[src/rtl/reg_wb_buffer.sv]
// Writeback buffer: 2-entry in-order queue feeding the register file write port,
// with two forwarding lookups so decode never reads a stale register.
module reg_wb_buffer #(
   parameter int unsigned DATA_W = 16,
   parameter int unsigned ADDR_W = 3,
   parameter int unsigned OP_W   = 3
) (
   input  logic              clk_50MHz,
   input  logic              rst,
   input  logic              in_valid,
   output logic              in_ready,
   input  logic [OP_W-1:0]   in_op,
   input  logic [ADDR_W-1:0] in_addr,
   input  logic [DATA_W-1:0] in_data,
   input  logic              wb_hold,
   output logic [OP_W-1:0]   reg_op,
   output logic [ADDR_W-1:0] wb_addr,
   output logic [DATA_W-1:0] wb_data,
   input  logic [OP_W-1:0]   qa_op,
   input  logic [ADDR_W-1:0] qa_addr,
   output logic              qa_hit,
   output logic [DATA_W-1:0] qa_data,
   input  logic [OP_W-1:0]   qb_op,
   input  logic [ADDR_W-1:0] qb_addr,
   output logic              qb_hit,
   output logic [DATA_W-1:0] qb_data,
   output logic [1:0]        count
);

   // Register-op encodings shared with the register file decoder
   localparam logic [OP_W-1:0] REG_OP_NOP = OP_W'(0);
   localparam logic [OP_W-1:0] REG_OP_T   = OP_W'(1);
   localparam logic [OP_W-1:0] REG_OP_SP  = OP_W'(2);
   localparam logic [OP_W-1:0] REG_OP_IH  = OP_W'(3);
   localparam logic [OP_W-1:0] REG_OP_RA  = OP_W'(4);
   localparam logic [OP_W-1:0] REG_OP_REG = OP_W'(5);

   logic [OP_W-1:0]   ent_op   [2];
   logic [ADDR_W-1:0] ent_addr [2];
   logic [DATA_W-1:0] ent_data [2];
   logic              head;
   logic              tail;
   logic              push;
   logic              pop;
   logic              young;

   assign pop      = (count != 2'd0) && !wb_hold;
   assign in_ready = (count < 2'd2) || pop;
   assign push     = in_valid && in_ready && (in_op != REG_OP_NOP);
   assign young    = head ^ 1'b1;

   // Queue state
   always_ff @(posedge clk_50MHz) begin
      if (rst) begin
         head  <= 1'b0;
         tail  <= 1'b0;
         count <= 2'd0;
         for (int i = 0; i < 2; i++) begin
            ent_op[i]   <= REG_OP_NOP;
            ent_addr[i] <= '0;
            ent_data[i] <= '0;
         end
      end else begin
         if (push) begin
            ent_op[tail]   <= in_op;
            ent_addr[tail] <= in_addr;
            ent_data[tail] <= in_data;
            tail           <= tail ^ 1'b1;
         end
         if (pop) head <= head ^ 1'b1;
         case ({push, pop})
            2'b10:   count <= count + 2'd1;
            2'b01:   count <= count - 2'd1;
            default: count <= count;
         endcase
      end
   end

   // Write port shows the head only in the cycle it retires
   always_comb begin
      reg_op  = REG_OP_NOP;
      wb_addr = '0;
      wb_data = '0;
      if (pop) begin
         reg_op  = ent_op[head];
         wb_addr = ent_addr[head];
         wb_data = ent_data[head];
      end
   end

   function automatic logic entry_match(input logic [OP_W-1:0] eop,
                                        input logic [ADDR_W-1:0] eaddr,
                                        input logic [OP_W-1:0] qop,
                                        input logic [ADDR_W-1:0] qaddr);
      entry_match = (qop != REG_OP_NOP) && (eop == qop) &&
                    ((qop != REG_OP_REG) || (eaddr == qaddr));
   endfunction

   // Forwarding: head checked first, younger entry overrides
   always_comb begin
      qa_hit  = 1'b0;
      qa_data = '0;
      qb_hit  = 1'b0;
      qb_data = '0;
      if (count != 2'd0) begin
         if (entry_match(ent_op[head], ent_addr[head], qa_op, qa_addr)) begin
            qa_hit  = 1'b1;
            qa_data = ent_data[head];
         end
         if (entry_match(ent_op[head], ent_addr[head], qb_op, qb_addr)) begin
            qb_hit  = 1'b1;
            qb_data = ent_data[head];
         end
      end
      if (count == 2'd2) begin
         if (entry_match(ent_op[young], ent_addr[young], qa_op, qa_addr)) begin
            qa_hit  = 1'b1;
            qa_data = ent_data[young];
         end
         if (entry_match(ent_op[young], ent_addr[young], qb_op, qb_addr)) begin
            qb_hit  = 1'b1;
            qb_data = ent_data[young];
         end
      end
   end

endmodule

[config.mk]
export PLATFORM = sky130hd
export DESIGN_NAME = reg_wb_buffer
export DESIGN_NICKNAME = d
export VERILOG_FILES = /design/src/rtl/reg_wb_buffer.sv
export SDC_FILE = /design/constraint.sdc
export NUM_CORES = 1
export LEC_CHECK = 0
export BUFFER_PORTS_ARGS = -buffer_cell sky130_fd_sc_hd__clkbuf_2
export CAP_MARGIN = 20
export CORE_UTILIZATION = 56
export CTS_CLUSTER_DIAMETER = 200
export DETAILED_ROUTE_END_ITERATION = 10
export GPL_ROUTABILITY_DRIVEN = 0
export PLACE_DENSITY = 0.95
export SLEW_MARGIN = 10
export SYNTH_ARGS = -nofsm -noshare
export SYNTH_HDL_FRONTEND = slang
export SYNTH_SLANG_ARGS = --single-unit
[constraint.sdc]
create_clock -name clk_50MHz -period 6.2 [get_ports clk_50MHz]
set_input_delay 1.24 -clock clk_50MHz [delete_from_list [all_inputs] [get_ports clk_50MHz]]
set_output_delay 1.24 -clock clk_50MHz [all_outputs]
set_load 0.1 [all_outputs]
Word-level counts from Yosys, hierarchy flattened. Memory sizes are Yosys's and may differ from the RTL's. A register that Yosys moved wholly into a read port is not among the register bits. Index checks and enable logic that the tools add are counted.

Bits in registers: 4. Logic and storage cells: 89. Output and inout bits: 59. Input port bits: 38. Memories: 3. Memory bits (writable): 44.

Memory list: ent_data (words 2, bits a word 16, rd ports 2, clocked after Yosys merged registers in 1, write ports 2, line 40) `logic [DATA_W-1:0] ent_data [2];`; ent_addr (words 2, bits a word 3, rd ports 2, clocked after Yosys merged registers in 1, write ports 2, line 39) `logic [ADDR_W-1:0] ent_addr [2];`; ent_op (words 2, bits a word 3, rd ports 2, clocked after Yosys merged registers in 1, write ports 2, line 38) `logic [OP_W-1:0] ent_op [2];`.

Equality and inequality tests: 13. $lt $le $gt $ge: 1. Bitwise operators: 2. Mux-type cells: 40. Add/subtract/negate cells: 2. Reductions and logical operators: 25.

Operators with widths (number): two-way mux 16 bit (10); two-way mux 1 bit (25); equality test 3 bit (8); OR reduction 16 bit (1); two-way mux 3 bit (4); logical AND 1 bit (11); nonzero test 3 bit (3); inequality test 3 bit, second input constant (2); OR reduction 3 bit (2); logical OR 1 bit (5); equality test 2 bit, second input constant (2); one-hot mux 2 bit (2 select lines) (1); nonzero test 2 bit (2); adder 2 x 1 -> 2 bit, second input constant (1); equality test 2 x 1 -> 1 bit, second input constant (1); less-than comparator 2 bit, second input constant (1); NOT 1 bit (2); subtractor 2 x 1 -> 2 bit, second input constant (1); logical NOT 1 bit (1).

Depth between registers and ports, before layout. Gate-level depths: netlist of run 1.

Depth after elaboration: 10. Mapped depth: 8. Gate-level depth less buffers: 7.

Worst setup path before layout of run 1. OpenSTA, ideal clock, no wires.

Path kind: input to output. Start point: in qb_op[0]. End point: out qb_data[10]. Data required time: 4.960 ns. Slack: 1.822 ns. Arrival time: 3.138 ns. Stages on the path: 7. Buffers on the path: 1. Cell sequence: nor2b_1 > mux2i_1 > nor3_1 > o211ai_4 > mux2i_2 > buf_6 > a22o_1.

Cells in the longest elaborated chain, start to end: 7. Elaborated cells between the ends (all ways): 14. Those cells by class: eq/ne: 3; mux: 4; reduce/logical: 7.

Ends and longest elaborated chain: from (decl) (line 23) `input logic [OP_W-1:0] qb_op,`; equality test 3 bit, or another cell as far along (line 95) `entry_match = (qop != REG_OP_NOP) && (eop == qop) &&`; logical AND 1 bit / logical OR 1 bit (equally long branches) (line 95, 96); logical AND 1 bit (line 95); two-way mux 16 bit (line 110) `if (entry_match(ent_op[head], ent_addr[head], qb_op, qb_addr)) begin`; two-way mux 16 bit (line 105) `if (count != 2'd0) begin`; two-way mux 16 bit (line 120) `if (entry_match(ent_op[young], ent_addr[young], qb_op, qb_addr)) begin`; two-way mux 16 bit * (line 115) `if (count == 2'd2) begin`; to (decl) (line 26) `output logic [DATA_W-1:0] qb_data,`.

Mark *: on every way between the ends. The rest lies on a longest branch, timed or not.

==> impl_metrics.py, run 1 <==
metrics = {
    "timing": {
        "maxSlewViolCount": 0,
        "final.setup.tns_ns": 0,
        "fin_ws_ns": 0.7452,
        "final-setup-viol-count": 0,
        "finalCritPeriodShare_pct": 87.98,
        "hold_viol": 0,
        "fin_crit_ns": 5.455,
        "rsz0062_at_grt": "false",
        "fmax_mhz": 183.3,
        "holdWs_ns": 0.5643,
        "finClkSkew_ns": 0.01040,
        "max-slew-margin-rel_pct": 28.82,
        "worstMarginPinSlew_ns": 1.047,
    },
    "floorplan": {
        "die_w_microns": 77.48,
        "io_pins": 97,
        "initial_core_util_pct": 57.94,
        "core_area_sq_um": 5507,
        "die_area_sq_um": 6003,
        "row_count": 27,
        "fp.dieH_microns": 77.48,
    },
    "setup_path": {
        "end_kind": "output pin",
        "worstPathMaxFanout": 16,
        "start_kind": "flop",
        "crit_type": "flop to output pin",
        "required_ns": 4.96,
        "worst-endpoint-arrival_ns": 4.21,
    },
    "layout": {
        "nets": 406,
        "layout_commonest_cell": "clkbuf_2",
        "num_antenna_cells": 0,
        "syn2layout_area_growth_pct": 19.92,
        "layout.cells.most_common_list": "clkbuf_2 (97), and2_1 (45), edfxtp_1 (44)",
        "drive_gt1_share_pct": 40.76,
        "n_fill_cell": 406,
    },
    "yosys": {
        "synth_top_area_cell": "edfxtp_1",
        "syn_area_sq_um": 3191,
        "ys.warnings.count": 0,
        "avgSynthCellArea_sq_um": 11.60,
        "synth_area_leaders": "edfxtp_1 (41%), and2_1 (8.8%), mux2i_1 (6.9%), a22o_2 (6.0%), xnor2_1 (5.5%)",
        "synth_top_area_share_pct": 41.41,
        "syn-num-nets": 314,
        "yosysSeqAreaShare_pct": 44.55,
        "synth.distinct_cells": 40,
        "syn_inst": 275,
        "synth-seq-cells": 49,
    },
    "detailed_routing": {
        "drc": 0,
        "via_per_inst": 5.830,
        "drt_iter0_drc": 90,
        "dr.pass1.iters": 6,
        "route.antenna.remaining_nets": 0,
        "totalWireLength_microns": 7406,
        "vias": 2565,
        "wire_per_inst_microns": 16.83,
    },
    "clocking": {
        "clock_path_buffers": 2,
        "postCtsHoldBufs": 0,
        "clkSinkCount": 49,
        "htree_levels": 2,
        "clk_latency_ns": 0.30,
        "cts_tree": "yes",
        "cts_resized": 0,
        "cts_buffers": 5,
        "cts_setup_buffers": 0,
        "path_clk_slew_ns": 0.09,
        "cts-root-buf": "clkbuf_8",
    },
    "place": {
        "portBuffers": 96,
        "hpwl_microns": 5051,
        "place_ws_ns": 1.207,
    },
    "power_and_ir_drop": {
        "ir_drop_mv": 0.2689,
        "power_density_nw_per_um2": 373.2,
        "total_power_mw": 1.428,
        "leakagePower_nw": 1.590,
    },
    "global_route": {
        "grt_start_max_net_pins": 24,
        "grt_overflow": 0,
        "first_global_vias": 2431,
        "grt_use_total_pct": 24.55,
        "grt_pass1_wl_microns": 11410,
        "antenna_found_initial": 0,
    },
    "flow_run": {
        "cap_violations": 0,
    },
    "outcome": {
        "run_status": "finished clean",
    },
    "worst_hold_path": {
        "hold_path_class": "flop to flop",
    },
}
-- cells by family after synthesis --
kind of cell / share of synthesized area (%)
simple gates: 17.49
flops: 44.55
compound gates: 14.20
mux: 13.33
xor+xnor: 6.588
buf+inv: 3.451
fa+ha+maj: 0.3921
-- power by group --
group / switching [mW] / leakage [nW] / internal, mW / total [mW]
Sequential: 0.0656 / 0.506 / 0.411 / 0.477
Clock: 0.104 / 0.0528 / 0.119 / 0.223
Combinational: 0.537 / 1.03 / 0.192 / 0.728
Total: 0.706 / 1.59 / 0.722 / 1.43
-- final timing paths --
check                           startpoint              end  slack (ns)  depth (start not counted)
worst min-delay path              count[1]         count[1]        0.56                          2
worst min register to register    count[1]         count[1]        0.56                          2
worst max register to register    count[1]  ent_data[1][15]        3.61                          5
worst max-delay path                  flop      qb_data[10]        0.75                          8
-- synthesized netlist by cell type (all sizes together) --
| cell | count |
|---|---|
| buf | 9 |
| and3 | 2 |
| nand4 | 2 |
| or2 | 4 |
| clkbuf | 6 |
| nor2 | 32 |
| nand3 | 2 |
| o311ai | 1 |
| o21ai | 1 |
| or3 | 1 |
| ha | 1 |
| nor2b | 2 |
| o211ai | 2 |
| mux2i | 34 |
| o21bai | 1 |
| nor3 | 3 |
| and2 | 45 |
| inv | 2 |
| xor2 | 4 |
| xnor2 | 20 |
| a21oi | 1 |
| o22ai | 2 |
| nand4b | 2 |
| mux2 | 2 |
| o31ai | 4 |
| dfxtp | 5 |
| edfxtp | 44 |
| nand2b | 1 |
| a22o | 32 |
| nand2 | 7 |
| nor3b | 1 |
-- routing by layer --
metal,vias up,GRT usage [%],share of wire (%)
met2,139,43.01,50
met4,0,9.623,1.4
met5,-,0,0
li1,1184,-,-
met1,1230,30.56,42
met3,12,3.294,7.1
-- registers in the layout, summed over array words and instances, names as in the netlist, named ones only --
register / count
head: 1
ent_addr: 6
ent_data: 32
count: 2
ent_op: 6
tail: 1
-- worst max-delay path: stages, from the launching register on --
cell and delay, ns:
dfxtp_1 0.81, buf_4 0.38, mux2_2 0.40, or2_1 0.22, o22ai_1 0.30, nand4_1 0.16, mux2i_2 0.85, a22o_1 0.30
clkbuf_2 0.47
-- area by class of cell --
| cell class | count | area, sq um | share of cell area, % |
|---|---|---|---|
| clock buffer | 6 | 72.57 | 1.897 |
| clock inverter | 2 | 33.78 | 0.8829 |
| inverter | 2 | 7.507 | 0.1962 |
| multi-input combinational | 209 | 1685 | 44.05 |
| sequential | 49 | 1421 | 37.15 |
| tap | 72 | 90.09 | 2.354 |
| timing repair buffer | 100 | 515.5 | 13.47 |
-- stage by stage --
step                cell area [sq um]  std cells  utilization, %
finish                           3826        440           69.48
global route                     3826        440           69.48
global placement                 3687        430           66.96
floorplan                        3191        275               -
CTS                              3809        439           69.17
detailed placement               3702        431           67.23
Note: power is estimated with default switching activity, not from simulation.
==> inputs of run 2 (changes only) <==
- CORE_UTILIZATION: 56 -> 52
- PLACE_DENSITY: 0.95 -> 0.92
- SLEW_MARGIN: 10 -> 20
- clock period: 6.2 -> 5.5 ns (I/O delays scaled with it)
==> run 2 against run 1 <==
Cell count is 1.6% higher; register-to-register slack got worse by 0.28 ns; largest cell class unchanged; highest routed layer unchanged; clock-buffer cell count increased by 1; worst setup slack lost 0.083 ns; critical path depth unchanged; combinational power rose by 12%; utilization shrank 4.8 points; power increased by 9.4%; largest power group unchanged.
==> impl_metrics.py, run 2 (synthesis gave the netlist of run 1 again) <==
metrics = {
    "outcome": {
        "run_status": "finished clean",
    },
    "layout": {
        "nets": 410,
        "reg_top3": "ent_data x32, ent_addr x6, ent_op x6",
        "layout.cells.most_common_list": "clkbuf_2 (96), and2_1 (45), edfxtp_1 (44)",
        "ff_latch_area_sq_um": 1421,
        "multiInputGateArea_sq_um": 1680,
        "final_core_util_pct": 64.67,
        "drive_gt1_share_pct": 41.40,
        "syn2layout_area_growth_pct": 20.00,
        "n_fill_cell": 489,
        "layout_commonest_cell": "clkbuf_2",
        "top_register": "ent_data",
        "num_antenna_cells": 0,
        "largest_reg_flops": 32,
    },
    "global_route": {
        "grt_overflow": 0,
        "grt_use_met2_pct": 38.46,
        "use_met1_pct": 32.72,
        "grt_use_total_pct": 24.14,
        "busiest_layer": "met2",
        "met3_usage_pct": 4.773,
        "grt_start_max_net_pins": 24,
        "first_global_vias": 2344,
        "antenna_found_initial": 0,
        "grt_pass1_wl_microns": 11600,
    },
    "timing": {
        "fin_crit_ns": 4.838,
        "worstMarginPinSlew_ns": 1.038,
        "rsz0062_at_grt": "false",
        "finClkSkew_ns": 0.009220,
        "final.setup.tns_ns": 0,
        "max-slew-margin-rel_pct": 29.68,
        "hold_viol": 0,
        "finalCritPeriodShare_pct": 87.97,
        "fmax_mhz": 206.7,
        "maxSlewViolCount": 0,
        "final-setup-viol-count": 0,
    },
    "clocking": {
        "cts_tree": "yes",
        "postCtsHoldBufs": 0,
        "cts_setup_buffers": 0,
        "cts_resized": 0,
        "cts_buffers": 5,
        "htree_levels": 2,
        "clock_path_buffers": 2,
        "path_clk_slew_ns": 0.09,
        "clkSinkCount": 49,
        "cts-root-buf": "clkbuf_8",
        "clk_latency_ns": 0.30,
    },
    "setup_path": {
        "crit_end": "qa_data[2]",
        "reg2reg_to": "ent_data[1][14]",
        "start_kind": "flop",
        "worstPathMaxFanout": 18,
        "crit_type": "flop to output pin",
        "cp_top_family": "multiplexers",
        "slowest_delay_ns": 0.95,
        "reg2reg_depth": 5,
        "critPathBufInv": 2,
        "end_kind": "output pin",
        "worst-endpoint-arrival_ns": 3.74,
        "crit_cells": 8,
        "r2r_setup_slack_ns": 3.33,
        "r2r_start": "count[1]",
        "cp_slowest_cell": "dfxtp_1",
        "worstPathCellList": "mux2i_1 > xnor2_1 > o31ai_2 > nand4_1 > mux2i_2 > buf_4 > a22o_1 > clkbuf_2",
        "required_ns": 4.40,
    },
    "place": {
        "portBuffers": 96,
        "hpwl_microns": 5507,
    },
    "floorplan": {
        "die_area_sq_um": 6453,
        "fp.dieH_microns": 80.33,
        "row_count": 28,
        "io_pins": 97,
        "die_w_microns": 80.33,
        "core_area_sq_um": 5921,
        "initial_core_util_pct": 53.89,
    },
    "detailed_routing": {
        "via_per_inst": 5.501,
        "totalWireLength_microns": 7431,
        "vias": 2459,
        "drt_iter0_drc": 154,
        "dr.pass1.iters": 4,
        "route.antenna.remaining_nets": 0,
        "wire_per_inst_microns": 16.62,
        "drc": 0,
    },
    "worst_hold_path": {
        "hold_path_class": "flop to flop",
    },
    "power_and_ir_drop": {
        "power_density_nw_per_um2": 407.9,
        "leakagePower_nw": 1.597,
        "ir_drop_mv": 0.2315,
    },
    "flow_run": {
        "cap_violations": 0,
    },
}
==> run 2: final cells by class <==
cell class	count	share of cell area, %
Sequential cell	49	37.12
Clock buffer	7	1.993
Tap cell	75	2.451
Multi-Input combinational cell	209	43.89
Clock inverter	1	0.1307
Inverter	2	0.1961
Timing Repair Buffer	104	14.22
==> run 2: routing by layer <==
metal  up-vias  share of wire, %
li1       1189                 -
met1      1179                46
met2        87                48
met3         4               5.7
met4         0              0.92
met5         -                 0
==> run 2: tightest hold or removal path: stages (launching register included) <==
cell	delay, ns
dfxtp_1	0.36
o21ai_0	0.09
a21oi_1	0.06
==> run 2: power by group <==
group	internal [mW]	switching, mW
registers	0.464	0.0792
clock network	0.0894	0.113
logic	0.218	0.598
==> run 2: worst min-delay path by stage <==
stage,start,to,slack [ns],cells past startpoint
finish,count[1],count[1],0.55,2
detailed placement,count[1],count[1],0.53,2
global route,count[1],count[1],0.59,2
CTS,count[1],count[1],0.55,2
floorplan,tail,tail,0.52,2
global placement,count[1],count[1],0.52,2
==> run 2: per-stage QoR <==
step                      hold WS (ns)  area, sq um  setup WS (ns)  std cells  power (mW)
after floorplan                 0.5159         3191          1.402        275       1.226
after global placement          0.5189         3729          1.184        438       1.343
after detailed placement        0.5349         3747          1.027        439       1.366
after CTS                       0.5465         3829         0.6842        447       1.568
after global routing            0.5879         3829         0.5221        447       1.629
final                           0.5494         3829         0.6619        447       1.562
==> inputs of run 3 (changes only) <==
- CORE_MARGIN: unset -> 2
- CORE_UTILIZATION: 52 -> 56
- PLACE_DENSITY: 0.92 -> 0.95
- SETUP_SLACK_MARGIN: unset -> 0.05
- clock period: 5.5 -> 6.1 ns (I/O delays scaled with it)
==> run 3 against run 2 <==
Register-to-register slack better by 0.30 ns; worst setup slack gained 0.19 ns; clock power fell by 6%; largest cell class unchanged.
==> impl_metrics.py, run 3 (synthesis gave the netlist of run 1 again) <==
metrics = {
    "place": {
        "portBuffers": 96,
        "hpwl_microns": 5574,
        "dp_cells": 430,
        "place_ws_ns": 1.216,
    },
    "setup_path": {
        "crit_type": "flop to output pin",
        "end_kind": "output pin",
        "worstPathMaxFanout": 16,
        "start_kind": "flop",
        "reg2reg_depth": 4,
        "r2r_start": "count[1]",
        "required_ns": 4.88,
        "worst-endpoint-arrival_ns": 4.03,
        "reg2reg_to": "ent_data[1][0]",
        "r2r_setup_slack_ns": 3.63,
    },
    "outcome": {
        "run_status": "finished clean",
    },
    "layout": {
        "drive_gt1_share_pct": 40.71,
        "largest_reg_flops": 32,
        "syn2layout_area_growth_pct": 19.25,
        "n_fill_cell": 412,
        "layout.cells.most_common_list": "clkbuf_2 (96), and2_1 (45), edfxtp_1 (44)",
        "reg_top3": "ent_data x32, ent_addr x6, ent_op x6",
        "multiInputGateArea_sq_um": 1700,
        "final_core_util_pct": 69.10,
        "nets": 404,
        "num_antenna_cells": 0,
        "layout_commonest_cell": "clkbuf_2",
        "top_register": "ent_data",
        "final_cells": 438,
        "ff_latch_area_sq_um": 1421,
    },
    "floorplan": {
        "io_pins": 97,
        "die_w_microns": 79.48,
        "initial_core_util_pct": 57.94,
        "fp.dieH_microns": 79.48,
        "die_area_sq_um": 6317,
        "core_area_sq_um": 5507,
        "row_count": 27,
    },
    "worst_hold_path": {
        "hold_path_depth": 2,
        "hp-start": "count[1]",
        "holdPathEnd": "count[1]",
        "hold_path_class": "flop to flop",
    },
    "timing": {
        "fin_ws_ns": 0.8474,
        "maxSlewViolCount": 0,
        "final.setup.tns_ns": 0,
        "finClkSkew_ns": 0.003058,
        "fin_crit_ns": 5.253,
        "worstMarginPinSlew_ns": 1.052,
        "hold_viol": 0,
        "fmax_mhz": 190.4,
        "final-setup-viol-count": 0,
        "rsz0062_at_grt": "false",
        "max-slew-margin-rel_pct": 28.49,
        "finalCritPeriodShare_pct": 86.11,
    },
    "clocking": {
        "clk_latency_ns": 0.29,
        "htree_levels": 2,
        "postCtsHoldBufs": 0,
        "cts_buffers": 5,
        "cts_setup_buffers": 0,
        "cts_resized": 0,
        "cts_tree": "yes",
        "clock_path_buffers": 2,
        "clkSinkCount": 49,
        "path_clk_slew_ns": 0.08,
        "cts-root-buf": "clkbuf_8",
    },
    "power_and_ir_drop": {
        "leakagePower_nw": 1.573,
        "power_density_nw_per_um2": 372.9,
        "ir_drop_mv": 0.2093,
    },
    "detailed_routing": {
        "drt_iter0_drc": 147,
        "wire_per_inst_microns": 17.65,
        "vias": 2503,
        "dr.pass1.iters": 4,
        "via_per_inst": 5.715,
        "totalWireLength_microns": 7730,
        "drc": 0,
        "route.antenna.remaining_nets": 0,
    },
    "global_route": {
        "grt_use_total_pct": 25.16,
        "antenna_found_initial": 0,
        "first_global_vias": 2485,
        "grt_pass1_wl_microns": 11990,
        "grt_overflow": 0,
        "grt_start_max_net_pins": 24,
    },
    "flow_run": {
        "cap_violations": 0,
    },
}
==> run 3: through the flow <==
stage,hold slack [ns],power [mW],area (sq um)
final,0.5874,1.419,3805
after global routing,0.6324,1.484,3805
after CTS,0.5785,1.415,3777
after detailed placement,0.5683,1.227,3687
after global placement,0.5177,1.203,3687
after floorplan,0.5159,1.106,3191
==> run 3: worst max path at each step <==
| stage | startpoint | to | slack, ns | cells past startpoint |
|---|---|---|---|---|
| 2_1_floorplan | qb_op[0] | qb_data[10] | 1.76 | 7 |
| 6_report | flop | qb_data[12] | 0.85 | 8 |
| 4_1_cts | flop | qb_data[11] | 0.89 | 8 |
| 3_3_place_gp | qa_op[0] | qa_data[13] | 1.32 | 8 |
| 5_1_grt | flop | qa_data[11] | 0.68 | 8 |
| 3_5_place_dp | qb_op[0] | qb_data[11] | 1.22 | 8 |
==> run 3: critical path, cell delays in order (launching register included) <==
cell      delay (ns)
dfxtp_1         0.70
buf_4           0.40
mux2i_2         0.36
xnor2_1         0.13
o31ai_2         0.37
nand4b_1        0.18
mux2i_2         0.85
a22o_2          0.29
clkbuf_2        0.46
==> run 3: layout make-up <==
type	instances	area share, %
repair buffers	98	13.02
multi-input cells	209	44.69
clock buffers	8	2.368
well taps	72	2.368
inverters	2	0.1973
flip-flops and latches	49	37.36
==> run 3: power by group <==
part	internal [mW]	switching [mW]
Clock	0.0925	0.0971
Combinational	0.192	0.553
Sequential	0.418	0.0654
==> run 3: routing by layer <==
metal	routed length [microns]	share of wire (%)	global-route usage, %	up-vias
met5	0	0	0	-
met4	100	1.3	9.483	0
met3	644	8.3	5.769	13
met2	3933	51	42.69	123
met1	3051	39	31.26	1184
li1	-	-	-	1183
